## src/rtl/uart_rx.sv

```systemverilog
// Oversampling UART receiver: mid-bit sampling, valid/ready output, frame/overrun error pulses.
// Optional even-parity checking is enabled with the UART_RX_PARITY_EN macro.
`timescale 1ns/1ps
module uart_rx #(
  parameter int DATA_BITS  = 8,
  parameter int OVS_FACTOR = 16
) (
  input  logic                 clk,
  input  logic                 reset,
  input  logic                 tick_16x,
  input  logic                 rx,
  input  logic                 rx_ready,
  output logic [DATA_BITS-1:0] rx_data,
  output logic                 rx_valid,
  output logic                 frame_err,
  output logic                 overrun_err,
  output logic                 parity_err
);
  localparam int CW = $clog2(OVS_FACTOR);
  localparam int BW = $clog2(DATA_BITS);
  localparam logic [CW-1:0] CNT_MID  = CW'(OVS_FACTOR/2 - 1);
  localparam logic [CW-1:0] CNT_END  = CW'(OVS_FACTOR - 1);
  localparam logic [BW-1:0] BIT_LAST = BW'(DATA_BITS - 1);

  if (OVS_FACTOR < 4 || (OVS_FACTOR & (OVS_FACTOR - 1)) != 0) begin : g_bad_ovs
    $fatal(1, "uart_rx: OVS_FACTOR must be a power of 2 and >= 4");
  end
  if (DATA_BITS < 5 || DATA_BITS > 8) begin : g_bad_bits
    $fatal(1, "uart_rx: DATA_BITS must be in 5..8");
  end

`ifdef UART_RX_PARITY_EN
  typedef enum logic [2:0] {IDLE, START, DATA, PARITY, STOP, BREAK} state_t;
`else
  typedef enum logic [2:0] {IDLE, START, DATA, STOP, BREAK} state_t;
`endif

  state_t                 state, state_nxt;
  logic [1:0]             rx_sync;
  logic                   rx_s;
  logic [CW-1:0]          cnt;
  logic [BW-1:0]          bit_idx;
  logic [DATA_BITS-1:0]   shreg;
  logic                   cnt_clr, sample_bit, load, ferr;

  always_ff @(posedge clk or posedge reset)
    if (reset) rx_sync <= 2'b11;
    else       rx_sync <= {rx_sync[0], rx};
  assign rx_s = rx_sync[1];

  always_ff @(posedge clk or posedge reset)
    if (reset) state <= IDLE;
    else       state <= state_nxt;

  always_comb begin
    state_nxt = state;
    if (tick_16x) begin
      case (state)
        IDLE:  if (!rx_s) state_nxt = START;
        START: if (cnt == CNT_MID) state_nxt = rx_s ? IDLE : DATA;
        DATA:  if (cnt == CNT_END && bit_idx == BIT_LAST)
`ifdef UART_RX_PARITY_EN
                 state_nxt = PARITY;
        PARITY: if (cnt == CNT_END) state_nxt = STOP;
`else
                 state_nxt = STOP;
`endif
        STOP:  if (cnt == CNT_END) state_nxt = rx_s ? IDLE : BREAK;
        BREAK: if (rx_s) state_nxt = IDLE;
        default: state_nxt = IDLE;
      endcase
    end
  end

`ifdef UART_RX_PARITY_EN
  logic par_chk, par_bad;
`endif

  // Per-tick strobes; cnt is held at 0 outside the bit-timing states.
  always_comb begin
    cnt_clr    = 1'b0;
    sample_bit = 1'b0;
    load       = 1'b0;
    ferr       = 1'b0;
`ifdef UART_RX_PARITY_EN
    par_chk    = 1'b0;
`endif
    if (tick_16x) begin
      case (state)
        IDLE:   cnt_clr = 1'b1;
        START:  if (cnt == CNT_MID) cnt_clr = 1'b1;
        DATA:   if (cnt == CNT_END) sample_bit = 1'b1;
`ifdef UART_RX_PARITY_EN
        PARITY: if (cnt == CNT_END) par_chk = 1'b1;
`endif
        STOP:   if (cnt == CNT_END) begin
                  load = rx_s;
                  ferr = !rx_s;
                end
        BREAK:  cnt_clr = 1'b1;
        default: cnt_clr = 1'b1;
      endcase
    end
  end

  always_ff @(posedge clk or posedge reset)
    if (reset) begin
      cnt     <= '0;
      bit_idx <= '0;
      shreg   <= '0;
    end else if (tick_16x) begin
      cnt <= cnt_clr ? '0 : cnt + CW'(1);
      if (cnt_clr)         bit_idx <= '0;
      else if (sample_bit) bit_idx <= bit_idx + BW'(1);
      if (sample_bit) shreg[bit_idx] <= rx_s;
    end

  // A load in the same cycle as an accept keeps rx_valid high and is not an overrun.
  always_ff @(posedge clk or posedge reset)
    if (reset) begin
      rx_data     <= '0;
      rx_valid    <= 1'b0;
      frame_err   <= 1'b0;
      overrun_err <= 1'b0;
    end else begin
      frame_err   <= ferr;
      overrun_err <= load & rx_valid & !rx_ready;
      if (load) begin
        rx_data  <= shreg;
        rx_valid <= 1'b1;
      end else if (rx_valid && rx_ready) begin
        rx_valid <= 1'b0;
      end
    end

`ifdef UART_RX_PARITY_EN
  // Mismatch is remembered and reported alongside the stop-bit outcome.
  always_ff @(posedge clk or posedge reset)
    if (reset) begin
      par_bad    <= 1'b0;
      parity_err <= 1'b0;
    end else begin
      if (par_chk) par_bad <= (^shreg) ^ rx_s;
      parity_err <= (load | ferr) & par_bad;
    end
`else
  assign parity_err = 1'b0;
`endif

endmodule
```

## config.mk

```make
export PLATFORM = sky130hd
export DESIGN_NAME = uart_rx
export DESIGN_NICKNAME = d
export VERILOG_FILES = /design/src/rtl/uart_rx.sv
export SDC_FILE = /design/constraint.sdc
export NUM_CORES = 1
export LEC_CHECK = 0
export CORE_ASPECT_RATIO = 0.6
export CORE_MARGIN = 2
export CORE_UTILIZATION = 52
export CTS_BUF_LIST = sky130_fd_sc_hd__clkbuf_8
export DETAILED_ROUTE_END_ITERATION = 6
export GPL_ROUTABILITY_DRIVEN = 0
export GPL_TIMING_DRIVEN = 0
export HOLD_SLACK_MARGIN = 0.03
export PLACE_DENSITY = 0.72
export SLEW_MARGIN = 0
export SYNTH_ARGS = -nofsm -noshare
export SYNTH_HDL_FRONTEND = slang
export SYNTH_SLANG_ARGS = --single-unit
```

## constraint.sdc

```tcl
create_clock -name clk -period 5.1 [get_ports clk]
set_input_delay 0.51 -clock clk [delete_from_list [all_inputs] [get_ports clk]]
set_output_delay 0.51 -clock clk [all_outputs]
set_load 0.02 [all_outputs]
```

==> reports/results.md <==
| Item | This run |
|---|---|
| Status | complete, no violations |
| I/O Pins | 17 |
| Most area-consuming cells after synthesis | dfrtp_1 46%, mux2_4 7.6%, mux2_2 5.7%, dfstp_2 3.3%, o21ai_0 2.5% |
| Post-CTS Setup Bufs | 0 |
| RSZ-0062 raised after global routing | no |
| Final non-filler cell total | 201 |
| Cells after synthesis | 136 |
| Drt total wl | 3.25 mm |
| Part of the cycle the worst path needs | 38.6% |
| Final number of setup-violating endpoints | 0 |
| Transition time of the tightest slew-check pin | 1.15 ns |
| Clock Skews | 0.00509 ns |
| Number of buffers inserted during clock tree synthesis | 5 |
| Aggregate global routing overflow | 0 |
| Maximum number of pins on one net before global-route repair | 32 |
| Layout cells sized above 1 | 25.2% |
| Finished Core Util | 64.7% |
| Clock period minus worst slack | 1.97 ns |
| Met2 GRT Util | 33.3% |
| Initial antenna violation count | 0 |
| Peak fanout along the critical path | 10 |
| Y dimension of the die | 46.6 um |
| Clock slew at the register clock pins of the worst setup and hold paths | 0.07 ns |
| Global-route wire length before repair | 5.31 mm |
| Final HPWL DP | 2.27 mm |
| Max-Slew Margin vs Limit | 23.0% |
| Classification of the worst-slack hold path | reg2reg |
| Buffers and inverters on the worst path | 2 |
| Yosys warns | 0 |
| Fin. max-slew vios | 0 |
| Mean area per synthesized cell | 11.6 um^2 |
| # placed instances | 193 |
| PwrDens | 345 nW/um^2 |
| Total count of hold-check failures in the final report | 0 |
| Crit path cell chain | clkdlybuf4s50_1 -> buf_2 -> nand4b_1 -> nor4b_2 -> mux2_2 |
| Number of vias per cell after detailed routing | 5.69 |
| Count of routing violations after the opening detailed-route iteration | 66 |
| Count of port buffers added during placement | 15 |
| Delay contributed by the slowest stage of the critical path | 0.48 ns |
| Root Buffer Master | clkbuf_8 |
| Fraction of post-synthesis cell area in the top cell type by area | 46.1% |
| Met3 routing resource usage after global routing | 6.56% |
| Area delta synth->final | 18.0% |
| VDD IR max | 0.000196 V |
| Longest Clk Path Bufs | 2 |
| ANT cells | 0 |
| Level count of the clock H-tree | 2 |
| # hold bufs at CTS | 0 |
| Number of register bits inferred by synthesis | 31 |
| Total Negative Setup Slacks | 0 ns |
| Met1 Use GR | 29.1% |
| Number of filler cells placed in the layout | 223 |
| Proportion of synthesized chip area in sequential cells | 49.4% |
| Global-route total usage across every layer | 21.5% |
| Most frequent cells in the layout | 29 x dfrtp_1, 15 x clkdlybuf4s50_1, 9 x inv_1 |
| DRC | 0 |
| Overall via count from detail_route | 1,143 |
| Initial Utilization | 54.9% |
| Max-cap viol count | 0 |
| Cell type contributing the most total cell area after synthesis | dfrtp_1 |
| Number of sinks handled by clock tree synthesis | 31 |
| Antenna-violating nets left | 0 |
| Routed WL per cell | 16.1 um |
| Family with the most delay on the worst path | buffers and inverters |
| Critical path class | in2reg |
| Syn Std Cell Area | 1580 um^2 |
| Post-cts repair resize count | 0 |
| Worst-Skew Late Latency | 0.28 ns |
| Capturing element type of the critical path | flop |
| Chip Width | 75.1 um |
| Kind of start point of the critical path | input pin |
| Data required time of the worst path | 5.26 ns |
| Busiest layer in global routing | met2 |
| Number of nets at the end of the flow | 166 |
| Net Count, Synth | 144 |
| Signal arrival time at the worst endpoint | 2.13 ns |
| Leading cell type in the layout, fill and taps excluded | dfrtp_1 |
| Core Region | 2870 um^2 |
| Detailed-router iteration count before antenna repair | 4 |
| Crit-path slowest cell | clkdlybuf4s50_1 |
| CTS tree | done |
| Die Area | 3500 um^2 |
| Achievable Freq | 507 MHz |
| Static leakage power | 0.870 nW |
| Site Rows | 15 |
| Number of global-route vias before repair | 1,100 |
| Cell variety after synth | 41 |
[stage by stage]
stage	hold slack (ns)	worst slack [ns]	cell area, um^2	power, mW
floorplan	0.345	3.44	1580	0.419
global placement	0.346	2.90	1780	0.450
detailed placement	0.352	2.86	1780	0.462
global route	0.365	3.08	1860	0.680
finish	0.367	3.13	1860	0.642
CTS	0.363	3.14	1860	0.641
[cell families (layout without fill, tap and decap cells)]
group | count (synthesis) | after routing | synth area share, %
other | 1 | 1 | 0.238
AND/OR/NAND/NOR | 44 | 44 | 19.0
adder cells (fa/ha/maj) | 3 | 3 | 2.38
XOR/XNOR | 1 | 1 | 0.556
multiplexers | 16 | 16 | 13.3
buffers and inverters | 19 | 42 | 6.75
flip-flops | 31 | 31 | 49.4
AO/OA/AOI/OAI | 21 | 21 | 8.34
[layout make-up]
cell class / count / area, um^2 / share of cell area [%]
flip-flops and latches: 31 / 778 / 41.9
inverters: 7 / 26.3 / 1.41
plain buffers: 12 / 80.1 / 4.31
repair buffers: 15 / 150 / 8.08
well taps: 42 / 52.6 / 2.83
clock inverters: 3 / 12.5 / 0.673
multi-input cells: 86 / 691 / 37.1
clock buffers: 5 / 68.8 / 3.70
[state kept, by name, summed over array words and instances (netlist names)]
register and flops:
rx_data 8, shreg 8, cnt 4, bit_idx 3
state 3, rx_sync 2, frame_err 1, overrun_err 1
rx_valid 1
[power by group]
group,internal (mW),switching (mW)
sequential,0.270,0.0204
clock,0.0916,0.0892
combinational,0.0726,0.0984
[Yosys cell counts]
| cell | number |
|---|---|
| o31ai_1 | 1 |
| mux2_2 | 8 |
| o2bb2ai_1 | 1 |
| nand3b_1 | 2 |
| mux2_4 | 8 |
| a22o_1 | 1 |
| and4b_2 | 2 |
| nand4b_1 | 4 |
| or4_4 | 1 |
| or3_1 | 2 |
| o21ai_0 | 8 |
| buf_2 | 1 |
| nand4bb_1 | 1 |
| buf_6 | 2 |
| nor2_1 | 4 |
| and4_2 | 1 |
| nor4b_2 | 1 |
| dfstp_2 | 2 |
| nand4_2 | 1 |
| and4bb_2 | 1 |
| ha_1 | 3 |
| nand4_1 | 2 |
| xor2_1 | 1 |
| dfrtp_1 | 29 |
| nor4_1 | 2 |
| nand2b_1 | 3 |
| o32ai_1 | 1 |
| o221ai_1 | 1 |
| o21ba_2 | 1 |
| nor2b_1 | 2 |
| a21oi_1 | 5 |
| conb_1 | 1 |
| a22oi_1 | 1 |
| a31oi_1 | 1 |
| nor3_1 | 2 |
| buf_4 | 5 |
| inv_1 | 7 |
| clkbuf_1 | 4 |
| and3b_1 | 1 |
| nand2_1 | 7 |
| nand3_1 | 5 |
[worst reg2reg max path: cells and delay by family, from the launching register on]
family | cells | cell delay [ns]
AND/OR/NAND/NOR | 2 | 0.51
buffers and inverters | 2 | 0.31
multiplexers | 1 | 0.31
flip-flops | 1 | 0.40
adder cells (fa/ha/maj) | 1 | 0.18
[final timing paths]
kind	depth (start not counted)	slack, ns	startpoint	end
max	5	3.13	tick_16x	shreg[5]$_DFFE_PP0P_
max reg2reg	6	3.28	cnt[1]$_DFFE_PP0P_	rx_data[3]$_DFFE_PP0P_
min in group asynchronous	2	0.84	reset	frame_err$_DFF_PP0_
max in group asynchronous	2	3.57	reset	bit_idx[0]$_DFFE_PP0P_
min	0	0.37	rx_sync[0]$_DFF_PP1_	rx_sync[1]$_DFF_PP1_
min reg2reg	0	0.37	rx_sync[0]$_DFF_PP1_	rx_sync[1]$_DFF_PP1_
[metal layers]
metal  wire length, um  vias up
met2              1480       30
met4                32        0
met5                 0        -
met1              1560      581
met3               175        5
li1                  -      527
Power figures use the tool's default switching activity.
==> RTL change 1 (same flow settings) <==
Remove the register `frame_err`: a continuous assignment takes its place, so the output `frame_err` follows one clock earlier.
--- a/src/rtl/uart_rx.sv
+++ b/src/rtl/uart_rx.sv
@@ -121,8 +121,6 @@
       rx_data     <= '0;
       rx_valid    <= 1'b0;
-      frame_err   <= 1'b0;
       overrun_err <= 1'b0;
     end else begin
-      frame_err   <= ferr;
       overrun_err <= load & rx_valid & !rx_ready;
       if (load) begin
@@ -133,4 +131,6 @@
       end
     end
+
+  assign frame_err = ferr;
 
 `ifdef UART_RX_PARITY_EN
Function: no difference found for any inputs over 10 cycles, from zero or initial values and one cycle with reset high; that may be too few to reach the edited logic, so the function may still have changed.
==> RTL change 1 against the original RTL <==
Area after synthesis is 4.1% lower. Fmax is 26% lower. Worst hold slack got worse by 0.011 ns. Utilization fell by 0.97 points. Via count shrank 6.6%. Final area is 3.4% lower. Combinational power increased by 43%. Total power increased by 15%. Clock power rose by 6%. Wire length shrank 15%. Setup slack worse by 0.71 ns. Sequential cell count decreased by 1. Final cell count fell by 6.0%.
==> RTL change 1: results (changes against the original RTL) <==
* # nets final at 162 (-2.4%)
* Max Clock Skew at 0.006979 ns (+0.001893 ns)
* P_leak at 0.8342 nW (-4.1%)
* Commonest cells post-synth: dfrtp_1 (28), mux2_2 (16), nand2_1 (7), buf_2 (6), nand2b_1 (6)
* FF-to-FF End: rx_data[4]
* Worst path slowest cell: clkdlybuf4s50_1
* Initial antenna violation count at 0 (unchanged)
* R2R setup slack at 3.22 ns (-0.06 ns)
* Crit path DAT at 2.17 ns (+0.04 ns)
* Syn_nets at 140 (-2.8%)
* Area contributors post-synth: dfrtp_1 (46%), mux2_2 (12%), dfstp_2 (3.5%)
* Clk slew on worst S/H paths at about 0.060 ns
* Sequential-to-total area share from yosys stat at 49.83% (+0.43 points)
* Final hold slack at 0.3564 ns (-0.01107 ns)
* Wire length of the first global-routing pass at 4.395 mm (-17%)
* Count of cell types in the netlist at 43 (+4.9%)
* DR vias at 1067 (-6.6%)
* CP max stage delay at 0.63 ns (+0.15 ns)
* Pre-CTS setup slack at 2.457 ns (-0.4080 ns)
* WL final at 2.761 mm (-15%)
* Clock buffer depth at 2 (unchanged)
* Worst-skew pair later-pin latency at 0.27 ns
* Vias in the first global route at 962 (-13%)
* Layout cells sized above 1 at 26.45% (+1.3 points)
* Hpwl dp at 1.909 mm (-16%)
* Drt first pass iters at 4 (unchanged)
* Largest net degree at the start of global routing at 31 (-3.1%)
* Hold path start: rx_sync[0]
* Initial DRC Count at 80 (+21%)
* Run status: finished, final reports clean
* Peak VDD IR at 192.3 uV (-2.1%)
* Start of the worst register-to-register path: cnt[0]
* Hold path depth at 0 (unchanged)
* R2R depth at 5 (-1)
* Maximum fanout along the worst path at 8 (-2)
* Fill count at 247 (+11%)
* Slew @ Worst Pin at 1.143 ns (-0.01133 ns)
* Total GRT Usage at 17.81% (-3.6 points)
-- RTL change 1: final cells by class --
class	count	share of cell area [%]
clock inverter	2	0.4878
clock buffer	6	4.599
inverter	5	1.045
multi-input combinational	86	37.98
sequential	30	41.95
buffer	11	3.206
timing repair buffer	15	8.362
tap	34	2.369
-- RTL change 1: layer usage --
| layer | global-route usage, % | part of all wire (%) |
|---|---|---|
| met1 | 25.00 | 52 |
| met2 | 26.25 | 43 |
| met3 | 5.973 | 4.0 |
| met4 | 5.455 | 0.43 |
| met5 | 0 | 0 |
-- RTL change 1: cells by family (layout without fill, tap and decap cells) --
| family | Yosys count | count (layout) | synth area share [%] |
|---|---|---|---|
| buffers and inverters | 16 | 39 | 5.049 |
| AND/OR/NAND/NOR | 44 | 44 | 20.04 |
| flip-flops | 30 | 30 | 49.83 |
| adder cells (fa/ha/maj) | 3 | 3 | 2.484 |
| other | 1 | 1 | 0.2481 |
| XOR/XNOR | 1 | 1 | 0.5796 |
| AO/OA/AOI/OAI | 21 | 21 | 9.851 |
| multiplexers | 16 | 16 | 11.92 |
-- RTL change 1: stage by stage --
stage / std cells / cell area (sq um)
final: 189 / 1795
after global routing: 189 / 1795
after CTS: 189 / 1795
after detailed placement: 181 / 1704
after global placement: 181 / 1704
after floorplan: 132 / 1511
-- RTL change 1: how the worst max path moves through the flow --
| stage | from | endpoint | slack [ns] |
|---|---|---|---|
| 3_3_place_gp | tick_16x | frame_err | 2.48 |
| 4_1_cts | cnt[0] | frame_err | 2.43 |
| 6_report | cnt[0] | frame_err | 2.42 |
| 5_1_grt | cnt[0] | frame_err | 2.31 |
| 2_1_floorplan | cnt[0] | frame_err | 3.16 |
| 3_5_place_dp | tick_16x | frame_err | 2.46 |
-- RTL change 1: power breakdown --
part / leakage (nW) / switching [mW] / total, mW / internal [mW]
clock network: 0.0524 / 0.0845 / 0.191 / 0.107
registers: 0.391 / 0.0281 / 0.300 / 0.272
logic: 0.391 / 0.142 / 0.245 / 0.103
total: 0.834 / 0.255 / 0.737 / 0.482
-- RTL change 1: worst max-delay path: cells and delay by family, from the launching register on --
family	cells	cell delay [ns]
simple gates	3	0.51
fa+ha+maj	1	0.16
flops	1	0.39
buf+inv	2	0.83
==> RTL change 2 (config.mk and constraints unchanged) <==
Made on the original files. The parameter `OVS_FACTOR` goes from 16 to 32.
--- a/src/rtl/uart_rx.sv
+++ b/src/rtl/uart_rx.sv
@@ -4,5 +4,5 @@
 module uart_rx #(
   parameter int DATA_BITS  = 8,
-  parameter int OVS_FACTOR = 16
+  parameter int OVS_FACTOR = 32
 ) (
   input  logic                 clk,
Behaviour: no difference found for any inputs over 10 cycles, from zero or initial values and one cycle with reset high; that may be too few to reach the edited logic, so the function may still have changed.
==> RTL change 2 against the original RTL <==
Final cell count is 4.5% lower. Final area is 0.13% lower. Sequential cell count is 1 higher. Wire length is 14% lower. First-iteration DRC count is 12% lower. Fmax is 5.2% lower. Area after synthesis hardly changed. Setup slack worse by 0.11 ns. Register-to-register slack worse by 0.26 ns. Count of clock-buffer cells in the layout stayed put. Total power is 11% lower. Critical endpoint is now rx_data[1].
==> RTL change 2: results (changes against the original RTL) <==
* Run status: finished, final reports clean
* Layout cells sized above 1 at 18.67% (-6.5 points)
* Worst-skew pair later-pin latency at 0.28 ns (about the same)
* Postcts setup bufs at 0 (unchanged)
* DR vias/cell at 5.448 (-4.2%)
* Hpwl dp at 2.002 mm (-12%)
* Area contributors post-synth: dfrtp_1 (48%), mux2_4 (8.6%), ha_1 (4.0%)
* Commonest cells post-synth: dfrtp_1 (30), mux2_4 (9), nand2_1 (8), o21ai_0 (7), inv_1 (6)
* Rel. slew slack at 22.55% (-0.44 points)
* # nets final at 160 (-3.6%)
* Crit path DAT at 2.24 ns (+0.11 ns)
* CP max stage delay at 0.40 ns (-0.08 ns)
* Syn_nets at 138 (-4.2%)
* Maximum fanout along the worst path at 10 (unchanged)
* Synth Area in XOR/XNOR at 1.111% (+0.56 points)
* Count of cell types in the netlist at 42 (+2.4%)
* Finish-stage setup viols at 0 (unchanged)
* Drt first pass iters at 4 (unchanged)
* Pre-CTS setup slack at 3.001 ns (+0.1365 ns)
* Sequential-to-total area share from yosys stat at 50.95% (+1.5 points)
* Total GRT Usage at 18.64% (-2.8 points)
* Wire length of the first global-routing pass at 4.567 mm (-14%)
* Yosys warns at 0 (unchanged)
* Async S/R FF share, synth at 100.0% (unchanged)
* P_leak at 0.9028 nW (+3.8%)
* Switching share of power at 28.80% (-3.6 points)
* Top cell family by delay on the critical path: simple AND/OR/NAND/NOR gates
* Worst path slowest cell: dfrtp_1
* Post-CTS Resized at 0 (unchanged)
* Max Clock Skew at 0.003825 ns (-0.001261 ns)
* H-tree levels at 2 (unchanged)
* IO Port Bufs at 15 (unchanged)
* Clk slew on worst S/H paths at around 0.060 ns
* WL final at 2.798 mm (-14%)
* Vias in the first global route at 981 (-11%)
* Largest net degree at the start of global routing at 33 (+3.1%)
* Compound-Gate Fraction of Synth Area at 8.016% (-0.32 points)
* Initial antenna violation count at 0 (unchanged)
* Clock buffer depth at 2 (unchanged)
* Num CTS Buffers at 5 (unchanged)
* Diode count at 0 (unchanged)
* Post-synthesis mux area share at 14.21% (+0.86 points)
* Largest regs: rx_data: 8 flops, shreg: 8 flops, cnt: 5 flops
* Root Buffer: clkbuf_8
* Hold path depth at 0 (unchanged)
* Peak VDD IR at 165.9 uV (-16%)
* Hold crit path type: reg2reg
* Adder-cell area share of the yosys netlist at 3.968% (+1.6 points)
* R2R depth at 7 (+1)
* Initial DRC Count at 58 (-12%)
## RTL change 2: power groups by stage
stage	sequential (mW)	clock (mW)	combinational, mW
after global routing	0.293	0.195	0.118
after CTS	0.289	0.182	0.104
after detailed placement	0.294	0	0.104
after floorplan	0.288	0	0.0821
after global placement	0.292	0	0.0990
final	0.290	0.178	0.105
## RTL change 2: layer usage
metal	GRT usage [%]	share of wire (%)	vias up
met5	0	0	-
met4	6.429	1.1	0
met3	5.908	3.4	4
met2	27.89	44	21
met1	25.65	52	523
li1	-	-	498
## RTL change 2: worst paths after layout
kind	startpoint	end	slack [ns]
worst max-delay path	cnt[0]	rx_data[1]	3.02
worst min-delay path	rx_sync[0]	rx_sync[1]	0.36
worst max register to register	cnt[0]	rx_data[1]	3.02
worst min register to register	rx_sync[0]	rx_sync[1]	0.36
max in group asynchronous	reset	shreg[0]	3.55
min in group asynchronous	reset	state[1]	0.85
## RTL change 2: final cells by class
| cell class | instances | area, sq um |
|---|---|---|
| Multi-Input combinational cell | 83 | 693.2 |
| Fill cell | 239 | 1015 |
| Clock inverter | 2 | 8.758 |
| Clock buffer | 5 | 68.82 |
| Sequential cell | 32 | 803.3 |
| Tap cell | 42 | 52.55 |
| Buffer | 7 | 57.56 |
| Inverter | 6 | 22.52 |
| Timing Repair Buffer | 15 | 150.1 |
## RTL change 2: metrics by stage
stage                     area (sq um)  hold slack (ns)  power (mW)  std cells
after detailed placement          1779           0.3470      0.3975        185
after global routing              1857           0.3644      0.6053        192
final                             1857           0.3553      0.5726        192
after CTS                         1857           0.3563      0.5750        192
after global placement            1779           0.3471      0.3913        185
after floorplan                   1577           0.3452      0.3706        128
